<file path="src/rtl/lc3_mem_ctrl_if.sv">
// Control-side handshake between the LC-3 control FSM and the memory/IO sequencer.
// The master drives an access request (MIO.EN, R.W, MAR, MDR, PSR[15]).
// The slave answers with the ready pulse, the read data and the access-violation flag.
interface lc3_mem_ctrl_if;
   logic        mio_en;
   logic        r_w;
   logic [15:0] mar;
   logic [15:0] mdr_in;
   logic        psr_user;
   logic [15:0] mdr_out;
   logic        r;
   logic        acv;

   modport master (
      output mio_en, r_w, mar, mdr_in, psr_user,
      input  mdr_out, r, acv
   );

   modport slave (
      input  mio_en, r_w, mar, mdr_in, psr_user,
      output mdr_out, r, acv
   );
endinterface

</file>
<file path="src/rtl/lc3_mem_ctrl.sv">
// LC-3 memory/IO access sequencer.
// It accepts one MAR/MDR access per MIO.EN request and has three outcomes:
//  - a RAM cycle that holds mem_en for exactly MEM_LAT cycles and then pulses R;
//  - a memory-mapped device access (xFE00..xFFFF) that pulses R one cycle after the request;
//  - a user-mode access violation, which pulses R together with ACV and has no side effects.
// The violation check exists only when LC3_MEM_ACV_EN is defined.
// Without that macro, psr_user is ignored and acv stays 0.
// Every output comes straight from a register, so the asynchronous reset clears mem_en at once.
module lc3_mem_ctrl #(
   parameter int MEM_LAT = 2,
   parameter int ADDR_W  = 16
) (
   input  logic              clk,
   input  logic              rst,
   lc3_mem_ctrl_if.slave     ctl,
   output logic              mem_en_o,
   output logic              mem_we_o,
   output logic [ADDR_W-1:0] mem_addr_o,
   output logic [15:0]       mem_wdata_o,
   input  logic [15:0]       mem_rdata_i,
   input  logic              kbd_valid_i,
   input  logic [7:0]        kbd_data_i,
   output logic              kbd_ack_o,
   input  logic              dsp_ready_i,
   output logic [7:0]        ddr_data_o,
   output logic              ddr_we_o,
   output logic              mcr_run_o
);

   localparam int CNT_W = (MEM_LAT > 1) ? $clog2(MEM_LAT) : 1;
   localparam logic [CNT_W-1:0] CNT_LAST = CNT_W'(MEM_LAT - 1);

   localparam logic [15:0] ADDR_KBSR = 16'hFE00;
   localparam logic [15:0] ADDR_KBDR = 16'hFE02;
   localparam logic [15:0] ADDR_DSR  = 16'hFE04;
   localparam logic [15:0] ADDR_DDR  = 16'hFE06;
   localparam logic [15:0] ADDR_MCR  = 16'hFFFE;

   typedef enum logic [1:0] {
      ST_IDLE   = 2'd0,
      ST_ACCESS = 2'd1,
      ST_DONE   = 2'd2
   } state_t;

   state_t            state_q, state_d;
   logic [CNT_W-1:0]  cnt_q, cnt_d;
   logic              r_q, r_d;
   logic              acv_q, acv_d;
   logic              mem_en_q, mem_en_d;
   logic              mem_we_q, mem_we_d;
   logic [ADDR_W-1:0] mem_addr_q, mem_addr_d;
   logic [15:0]       mem_wdata_q, mem_wdata_d;
   logic [15:0]       mdr_out_q, mdr_out_d;
   logic              kbd_ack_q, kbd_ack_d;
   logic [7:0]        ddr_data_q, ddr_data_d;
   logic              ddr_we_q, ddr_we_d;
   logic              mcr_run_q, mcr_run_d;
   logic              acv_hit_s;

   // The device page is xFE00..xFFFF, which is where the upper seven address bits are all ones.
   function automatic logic is_dev_addr(input logic [15:0] addr);
      return (addr[15:9] == 7'h7F);
   endfunction

   // Read value of a device register; unmapped device addresses read as zero.
   function automatic logic [15:0] dev_read(input logic [15:0] addr,
                                            input logic        kbd_valid,
                                            input logic [7:0]  kbd_data,
                                            input logic        dsp_ready,
                                            input logic        mcr_run);
      logic [15:0] val;
      case (addr)
         ADDR_KBSR: val = {kbd_valid, 15'h0000};
         ADDR_KBDR: val = {8'h00, kbd_data};
         ADDR_DSR:  val = {dsp_ready, 15'h0000};
         ADDR_DDR:  val = 16'h0000;
         ADDR_MCR:  val = {mcr_run, 15'h0000};
         default:   val = 16'h0000;
      endcase
      return val;
   endfunction

   // Flag user-mode requests that target system space (low memory or the device page).
   always_comb begin
`ifdef LC3_MEM_ACV_EN
      acv_hit_s = ctl.psr_user && ((ctl.mar < 16'h3000) || is_dev_addr(ctl.mar));
`else
      acv_hit_s = 1'b0;
`endif
   end

   // Next-state and next-output logic of the IDLE -> ACCESS -> DONE sequencer.
   always_comb begin
      state_d     = state_q;
      cnt_d       = cnt_q;
      r_d         = 1'b0;
      acv_d       = 1'b0;
      kbd_ack_d   = 1'b0;
      ddr_we_d    = 1'b0;
      mem_en_d    = mem_en_q;
      mem_we_d    = mem_we_q;
      mem_addr_d  = mem_addr_q;
      mem_wdata_d = mem_wdata_q;
      mdr_out_d   = mdr_out_q;
      ddr_data_d  = ddr_data_q;
      mcr_run_d   = mcr_run_q;
      case (state_q)
         ST_IDLE: begin
            if (ctl.mio_en) begin
               if (acv_hit_s) begin
                  state_d   = ST_DONE;
                  r_d       = 1'b1;
                  acv_d     = 1'b1;
                  mdr_out_d = 16'h0000;
               end else if (is_dev_addr(ctl.mar)) begin
                  state_d = ST_DONE;
                  r_d     = 1'b1;
                  if (ctl.r_w) begin
                     case (ctl.mar)
                        ADDR_DDR: begin
                           ddr_data_d = ctl.mdr_in[7:0];
                           ddr_we_d   = 1'b1;
                        end
                        ADDR_MCR: mcr_run_d = ctl.mdr_in[15];
                        default:  mcr_run_d = mcr_run_q;
                     endcase
                  end else begin
                     mdr_out_d = dev_read(ctl.mar, kbd_valid_i, kbd_data_i,
                                          dsp_ready_i, mcr_run_q);
                     kbd_ack_d = (ctl.mar == ADDR_KBDR);
                  end
               end else begin
                  state_d     = ST_ACCESS;
                  cnt_d       = '0;
                  mem_en_d    = 1'b1;
                  mem_we_d    = ctl.r_w;
                  mem_addr_d  = ADDR_W'(ctl.mar);
                  mem_wdata_d = ctl.mdr_in;
               end
            end else begin
               state_d = ST_IDLE;
            end
         end
         ST_ACCESS: begin
            if (cnt_q == CNT_LAST) begin
               state_d   = ST_DONE;
               mem_en_d  = 1'b0;
               mem_we_d  = 1'b0;
               r_d       = 1'b1;
               mdr_out_d = mem_rdata_i;
            end else begin
               cnt_d = cnt_q + CNT_W'(1);
            end
         end
         ST_DONE: begin
            state_d = ST_IDLE;
         end
         default: begin
            state_d  = ST_IDLE;
            mem_en_d = 1'b0;
            mem_we_d = 1'b0;
         end
      endcase
   end

   // State and output registers; reset aborts any access in flight.
   always_ff @(posedge clk or posedge rst) begin
      if (rst) begin
         state_q     <= ST_IDLE;
         cnt_q       <= '0;
         r_q         <= 1'b0;
         acv_q       <= 1'b0;
         mem_en_q    <= 1'b0;
         mem_we_q    <= 1'b0;
         mem_addr_q  <= '0;
         mem_wdata_q <= 16'h0000;
         mdr_out_q   <= 16'h0000;
         kbd_ack_q   <= 1'b0;
         ddr_data_q  <= 8'h00;
         ddr_we_q    <= 1'b0;
         mcr_run_q   <= 1'b1;
      end else begin
         state_q     <= state_d;
         cnt_q       <= cnt_d;
         r_q         <= r_d;
         acv_q       <= acv_d;
         mem_en_q    <= mem_en_d;
         mem_we_q    <= mem_we_d;
         mem_addr_q  <= mem_addr_d;
         mem_wdata_q <= mem_wdata_d;
         mdr_out_q   <= mdr_out_d;
         kbd_ack_q   <= kbd_ack_d;
         ddr_data_q  <= ddr_data_d;
         ddr_we_q    <= ddr_we_d;
         mcr_run_q   <= mcr_run_d;
      end
   end

   assign ctl.r       = r_q;
   assign ctl.acv     = acv_q;
   assign ctl.mdr_out = mdr_out_q;
   assign mem_en_o    = mem_en_q;
   assign mem_we_o    = mem_we_q;
   assign mem_addr_o  = mem_addr_q;
   assign mem_wdata_o = mem_wdata_q;
   assign kbd_ack_o   = kbd_ack_q;
   assign ddr_data_o  = ddr_data_q;
   assign ddr_we_o    = ddr_we_q;
   assign mcr_run_o   = mcr_run_q;

endmodule

</file>
<file path="src/flat_wrapper.sv">
// flat-port wrapper written by rule: the top's interface ports become plain ports
module lc3_mem_ctrl_flat 
#(
   parameter int MEM_LAT = 2,
   parameter int ADDR_W  = 16
)
  (clk, rst, mem_en_o, mem_we_o, mem_addr_o, mem_wdata_o, mem_rdata_i, kbd_valid_i, kbd_data_i, kbd_ack_o, dsp_ready_i, ddr_data_o, ddr_we_o, mcr_run_o, ctl_mio_en, ctl_r_w, ctl_mar, ctl_mdr_in, ctl_psr_user, ctl_mdr_out, ctl_r, ctl_acv);
  lc3_mem_ctrl_if ctl_i ();
  input  logic clk;
  input  logic rst;
  output logic mem_en_o;
  output logic mem_we_o;
  output logic [ADDR_W-1:0] mem_addr_o;
  output logic [15:0] mem_wdata_o;
  input  logic [15:0] mem_rdata_i;
  input  logic kbd_valid_i;
  input  logic [7:0] kbd_data_i;
  output logic kbd_ack_o;
  input  logic dsp_ready_i;
  output logic [7:0] ddr_data_o;
  output logic ddr_we_o;
  output logic mcr_run_o;
  input wire logic [$bits(ctl_i.mio_en)-1:0] ctl_mio_en;
  input wire logic [$bits(ctl_i.r_w)-1:0] ctl_r_w;
  input wire logic [$bits(ctl_i.mar)-1:0] ctl_mar;
  input wire logic [$bits(ctl_i.mdr_in)-1:0] ctl_mdr_in;
  input wire logic [$bits(ctl_i.psr_user)-1:0] ctl_psr_user;
  output wire logic [$bits(ctl_i.mdr_out)-1:0] ctl_mdr_out;
  output wire logic [$bits(ctl_i.r)-1:0] ctl_r;
  output wire logic [$bits(ctl_i.acv)-1:0] ctl_acv;
  assign ctl_i.mio_en = ctl_mio_en;
  assign ctl_i.r_w = ctl_r_w;
  assign ctl_i.mar = ctl_mar;
  assign ctl_i.mdr_in = ctl_mdr_in;
  assign ctl_i.psr_user = ctl_psr_user;
  assign ctl_mdr_out = ctl_i.mdr_out;
  assign ctl_r = ctl_i.r;
  assign ctl_acv = ctl_i.acv;
  lc3_mem_ctrl #(.MEM_LAT(MEM_LAT), .ADDR_W(ADDR_W)) u_core (.clk(clk), .rst(rst), .ctl(ctl_i), .mem_en_o(mem_en_o), .mem_we_o(mem_we_o), .mem_addr_o(mem_addr_o), .mem_wdata_o(mem_wdata_o), .mem_rdata_i(mem_rdata_i), .kbd_valid_i(kbd_valid_i), .kbd_data_i(kbd_data_i), .kbd_ack_o(kbd_ack_o), .dsp_ready_i(dsp_ready_i), .ddr_data_o(ddr_data_o), .ddr_we_o(ddr_we_o), .mcr_run_o(mcr_run_o));
endmodule
</file>
<file path="config.mk">
export PLATFORM = sky130hd
export DESIGN_NAME = lc3_mem_ctrl_flat
export DESIGN_NICKNAME = d
export VERILOG_FILES = /design/src/rtl/lc3_mem_ctrl_if.sv /design/src/rtl/lc3_mem_ctrl.sv /design/src/flat_wrapper.sv
export SDC_FILE = /design/constraint.sdc
export NUM_CORES = 1
export LEC_CHECK = 0
export ABC_AREA = 1
export CAP_MARGIN = 0
export CORE_MARGIN = 8
export CORE_UTILIZATION = 40
export CTS_BUF_LIST = sky130_fd_sc_hd__clkbuf_8
export CTS_CLUSTER_DIAMETER = 200
export DETAILED_ROUTE_END_ITERATION = 10
export GPL_ROUTABILITY_DRIVEN = 0
export PLACE_DENSITY = 0.74
export SETUP_SLACK_MARGIN = 0.1
export SLEW_MARGIN = 30
export SYNTH_ARGS = -nofsm -noshare
export SYNTH_HDL_FRONTEND = slang
export SYNTH_SLANG_ARGS = --single-unit
</file>
<file path="constraint.sdc">
create_clock -name clk -period 6.45 [get_ports clk]
set_clock_uncertainty 0.05 [all_clocks]
set_input_delay 1.29 -clock clk [delete_from_list [all_inputs] [get_ports clk]]
set_output_delay 1.29 -clock clk [all_outputs]
set_load 0.01 [all_outputs]
</file>
==> impl_metrics.tcl, run 1 <==
set metrics [dict create \
    hold_violations 0 \
    dp_slack_ns 2.776 \
    synth_top_area_frac 0.5333 \
    intPower_mw 1.186 \
    postCtsSetupBuffers 0 \
    crit_fanout 39 \
    synthTopCellsByArea "dfrtp_1 53%, nand2_1 19%, nor2_1 5.6%" \
    row_count 31 \
    tns_ns 0 \
    rr_worst_depth 6 \
    syn_area_per_cell_sq_um 7.840 \
    finalCriticalPeriod_ns 3.276 \
    grt_use_total 0.1739 \
    holdCritPathClass "flip-flop to flip-flop" \
    worst_pin_slew_ns 0.8169 \
    vias 2972 \
    clockBufferDepth 2 \
    htree_levels 3 \
    p_clk_frac 0.201 \
    status "complete, no violations" \
    start_util 0.4140 \
    numClockSinks 65 \
    fin_nets 568 \
    power_frac_comb 0.453 \
    numPortBuffers 123 \
    ys_ff_latch 65 \
    routed_wl_um 8926 \
    multi_input_area_sq_um 1167 \
    hold_path_depth 2 \
    grt_pass1_wl_um 14290 \
    dieArea_sq_um 10540 \
    clk_latency_ns 0.34 \
    power_switching_uw 705.0 \
    root_buffer "clkbuf_8" \
    ctsHoldBuffers 0 \
    first_iter_violations 123 \
    setup.worst_path.start_class "input pin" \
    drive_gt1_frac 0.05882 \
    worst_ep_required_time_ns 6.60 \
    drv_cap 0 \
    final.fill_count 671 \
    grt_overflow 0 \
    area_delta_synth_final_pct 50.04 \
    p_total_mw 1.891 \
    die_y_um 102.6 \
    critPathKind "input pin to flip-flop" \
    synth_area_leader_cell "dfrtp_1" \
    die-width_um 102.6 \
    clkTransAtPathRegs_ns 0.07 \
    post_drt_wl_per_cell_um 14.66 \
    postPlaceCellArea_sq_um 4285 \
    layout_common_cells "152 x nand2_1, 123 x clkdlybuf4s50_1, 64 x dfrtp_1" \
    final_common_cell "nand2_1" \
    crit_path_end_kind "flip-flop" \
    drc_errors 0 \
    max_freq_mhz 305.2 \
    powerDensity_nw_per_um2 419.8 \
    n_antenna_cell 0 \
    postSynthCellCount 383 \
    grt_start_max_net_pins 66 \
    drt-pass1-iter-count 4 \
    syn_nets 446 \
    regArea_sq_um 1628 \
    dp_hpwl_um 6679 \
    viasPerCell 4.880 \
    setup_ws_ns 3.174 \
    rsz0062_at_grt "false" \
    yosysUniqueCellTypes 22 \
    ios 126 \
    grt_pass1_vias 3008 \
    antenna_found_initial 0 \
    pwr-share-seq 0.347 \
    core_sq_um 7253 \
    min_period_over_period 0.5079 \
    drv_slew 0 \
    drtAntennaViolNets 0 \
    cts_tree "built" \
    syn_area_sq_um 3003 \
    swShare 0.3727 \
    cts-buffers-inserted 9 \
    yosys_warnings 0 \
    ir_worst_vdd_mv 0.1994 \
    power_leakage_nw 2.168 \
    hold_slack_ns 0.4209 \
    ys_seq_area_frac 0.5421 \
    ctsResizeCount 0 \
    setup_viol_count_final 0 \
    fin_area_sq_um 4506 \
    relSlewSlack 0.4554 \
    cp.arrival_ns 3.43 \
]
synthesized netlist by cell type, drive strengths merged:
library cell / n
nand4: 18
dfstp: 1
nand3: 7
inv: 33
nor2: 51
a21oi: 18
clkinv: 1
dfrtp: 64
buf: 13
conb: 1
o21ai: 19
nand2: 155
nor3: 2
layout make-up:
cell class | instances | area share
flip-flops and latches | 65 | 0.3613
clock inverters | 6 | 0.01833
clock buffers | 10 | 0.03055
multi-input cells | 271 | 0.2591
repair buffers | 124 | 0.2749
inverters | 34 | 0.02833
well taps | 99 | 0.02749
critical path, stage by stage:
cell,delay [ns]
clkdlybuf4s50_1,0.43
nand2_1,0.16
nor2_1,0.10
nand2_2,0.10
nand2_4,0.11
nor2_4,0.52
inv_2,0.47
nand2_1,0.14
o21ai_0,0.09
kinds of logic (layout without fill, tap and decap cells):
logic type	after synthesis	after routing	synth area share
other	1	1	0.001249
AND/OR/NAND/NOR	233	233	0.3258
AO/OA/AOI/OAI	37	37	0.06167
buffers and inverters	47	174	0.06917
flip-flops	65	65	0.5421
metal layers:
layer	vias up	global-route usage	routed length [um]
met4	0	0.06321	120
met5	-	0	0
met3	12	0.08035	1097
met2	135	0.2662	3895
met1	1386	0.2093	3813
li1	1439	-	-
through the flow:
step / util / std cells
after floorplan: - / 383
after global placement: 0.5908 / 593
after detailed placement: 0.5908 / 593
after CTS: 0.6212 / 609
after global routing: 0.6212 / 609
final: 0.6212 / 609
power groups by stage:
stage / sequential (mW) / clock (mW) / combinational, mW
CTS: 0.656 / 0.388 / 0.868
detailed placement: 0.659 / 0 / 0.866
global route: 0.672 / 0.402 / 0.948
finish: 0.655 / 0.380 / 0.856
floorplan: 0.721 / 0 / 0.378
global placement: 0.653 / 0 / 0.849
flip-flops by register name, summed over array words and instances, names as in the netlist:
register / flops
u_core.mem_en_o: 1
u_core.ctl.r: 1
u_core.mem_we_o: 1
u_core.ddr_data_o: 8
u_core.mcr_run_o: 1
u_core.mem_wdata_o: 16
u_core.ddr_we_o: 1
u_core.cnt_q: 1
u_core.mem_addr_o: 16
u_core.state_q: 2
u_core.ctl.mdr_out: 16
u_core.kbd_ack_o: 1
final timing paths:
check / from / slack [ns] / endpoint
min in group asynchronous: rst / 1.44 / u_core.ddr_data_o[6]$_DFFE_PP0P_
worst max register to register: u_core.state_q[1]$_DFFE_PP0P_ / 4.07 / u_core.mem_addr_o[1]$_DFFE_PP0P_
max in group asynchronous: rst / 4.36 / u_core.ctl.mdr_out[15]$_DFFE_PP0P_
worst min register to register: u_core.mem_wdata_o[2]$_DFFE_PP0P_ / 0.42 / u_core.mem_wdata_o[2]$_DFFE_PP0P_
worst max-delay path: ctl_mar[11] / 3.17 / u_core.mem_addr_o[1]$_DFFE_PP0P_
worst min-delay path: u_core.mem_wdata_o[2]$_DFFE_PP0P_ / 0.42 / u_core.mem_wdata_o[2]$_DFFE_PP0P_
No activity file was read; power rests on OpenSTA's default activity.
==> inputs of run 2 (changes only) <==
- PLACE_DENSITY: 0.74 -> 0.77
- clock period: 6.45 -> 2.7 ns (I/O delays scaled with it)
==> impl_metrics.tcl, run 2 (synthesis results as in run 1) <==
set metrics [dict create \
    drive_gt1_frac 0.07514 \
    cp.arrival_ns 2.47 \
    crit_top_cell "nand2_1" \
    power_switching_mw 1.701 \
    crit_family "simple AND/OR/NAND/NOR gates" \
    die_y_um 102.6 \
    post_drt_wl_per_cell_um 14.89 \
    swShare 0.3762 \
    max_freq_mhz 437.6 \
    row_count 31 \
    postCtsSetupBuffers 0 \
    worst_ep_required_time_ns 2.88 \
    utilization 0.6303 \
    worst_pin_slew_ns 0.6502 \
    setup_viol_count_final 0 \
    final_common_cell "nand2_1" \
    hold_violations 0 \
    status "complete, no violations" \
    start_util 0.4140 \
    ios 126 \
    path_depth 10 \
    crit_buf_inv 3 \
    routed_wl_um 9205 \
    final.fill_count 648 \
    finalCriticalPeriod_ns 2.285 \
    ir_worst_vdd_mv 0.4695 \
    ctsResizeCount 0 \
    pwr-share-seq 0.348 \
    crit_fanout 28 \
    clkTransAtPathRegs_ns 0.07 \
    dpl.cell_count 602 \
    dieArea_sq_um 10540 \
    grt_start_max_net_pins 29 \
    setup_ws_ns 0.4148 \
    n_antenna_cell 0 \
    max_stage_delay_ns 0.51 \
    tns_ns 0 \
    fin_nets 577 \
    grt_overflow 0 \
    path_cells "clkdlybuf4s50_1 > nand2_1 > nor2_1 > nand2_2 > nand2_4 > nor2_4 > inv_2 > buf_4 > nand2_1 > nand2_1" \
    grt_use_total 0.1836 \
    first_iter_violations 125 \
    root_buffer "clkbuf_8" \
    ctsHoldBuffers 0 \
    p_clk_frac 0.186 \
    grt_pass1_wl_um 15010 \
    holdCritPathClass "flip-flop to flip-flop" \
    numPortBuffers 123 \
    grt_pass1_vias 3097 \
    layoutNonFillerInstCount 618 \
    hold_path_depth 2 \
    fin_area_sq_um 4572 \
    critPathKind "input pin to flip-flop" \
    intPower_mw 2.820 \
    power_leakage_nw 2.208 \
    drtAntennaViolNets 0 \
    postPlaceCellArea_sq_um 4365 \
    clk_latency_ns 0.33 \
    cts_tree "built" \
    layout_common_cells "152 x nand2_1, 123 x clkdlybuf4s50_1, 64 x dfrtp_1" \
    slowest_stage "nor2_4" \
    hold_slack_ns 0.4235 \
    area_delta_synth_final_pct 52.25 \
    viasPerCell 4.794 \
    crit_path_end_kind "flip-flop" \
    min_period_over_period 0.8464 \
    drt-pass1-iter-count 5 \
    die-width_um 102.6 \
    p_total_mw 4.521 \
    drc_errors 0 \
    htree_levels 3 \
    relSlewSlack 0.5655 \
    cts-buffers-inserted 9 \
    power_frac_comb 0.467 \
    antenna_found_initial 0 \
    vias 2963 \
    rr_worst_depth 7 \
    setup.worst_path.start_class "input pin" \
    powerDensity_nw_per_um2 988.9 \
    drv_cap 0 \
    numClockSinks 65 \
    core_sq_um 7253 \
    dp_slack_ns 0.03575 \
    clockBufferDepth 2 \
    rsz0062_at_grt "false" \
    dp_hpwl_um 6988 \
    drv_slew 0 \
]
[run 2: cell count changes in the layout (fill, tap and decap cells not counted), sizes merged]
| cell | change |
|---|---|
| clkinvlp | +1 |
| bufinv | -1 |
| buf | +9 |
| clkinv | -1 |
| clkbuf | +1 |
[run 2: worst reg2reg max path: cells and delay by family, from the launching register on]
family | cells | cell delay, ns
DFF | 1 | 0.45
and+or+nand+nor | 5 | 1.07
buffers and inverters | 2 | 0.43
[run 2: worst paths after layout]
| check | from | to | slack, ns |
|---|---|---|---|
| setup / recovery | ctl_mar[10] | u_core.mem_wdata_o[6]$_DFFE_PP0P_ | 0.41 |
| hold / removal | u_core.mem_wdata_o[13]$_DFFE_PP0P_ | u_core.mem_wdata_o[13]$_DFFE_PP0P_ | 0.42 |
| setup reg to reg | u_core.state_q[1]$_DFFE_PP0P_ | u_core.mem_wdata_o[6]$_DFFE_PP0P_ | 0.59 |
| hold reg to reg | u_core.mem_wdata_o[13]$_DFFE_PP0P_ | u_core.mem_wdata_o[13]$_DFFE_PP0P_ | 0.42 |
| max in group asynchronous | rst | u_core.kbd_ack_o$_DFF_PP0_ | 1.37 |
| min in group asynchronous | rst | u_core.ddr_data_o[2]$_DFFE_PP0P_ | 0.52 |
[run 2: power by group through the flow]
| stage | Clock (mW) | Sequential [mW] | Combinational, mW |
|---|---|---|---|
| floorplan | 0 | 1.72 | 0.902 |
| global placement | 0 | 1.56 | 2.08 |
| detailed placement | 0 | 1.58 | 2.13 |
| CTS | 0.856 | 1.57 | 2.14 |
| global route | 0.901 | 1.61 | 2.34 |
| finish | 0.839 | 1.57 | 2.11 |
[run 2: cell type report]
| cell class | count | area (sq um) | area share |
|---|---|---|---|
| Sequential cell | 65 | 1628 | 0.3560 |
| Inverter | 34 | 127.6 | 0.02791 |
| Multi-Input combinational cell | 271 | 1167 | 0.2553 |
| Tap cell | 99 | 123.9 | 0.02709 |
| Clock inverter | 5 | 55.05 | 0.01204 |
| Clock buffer | 11 | 151.4 | 0.03311 |
| Timing Repair Buffer | 133 | 1319 | 0.2885 |
[run 2: per-layer routing]
| metal | track usage | part of all wire |
|---|---|---|
| met3 | 0.06077 | 0.10 |
| met4 | 0.07336 | 0.012 |
| met2 | 0.3017 | 0.47 |
| met5 | 0 | 0 |
| met1 | 0.2165 | 0.42 |
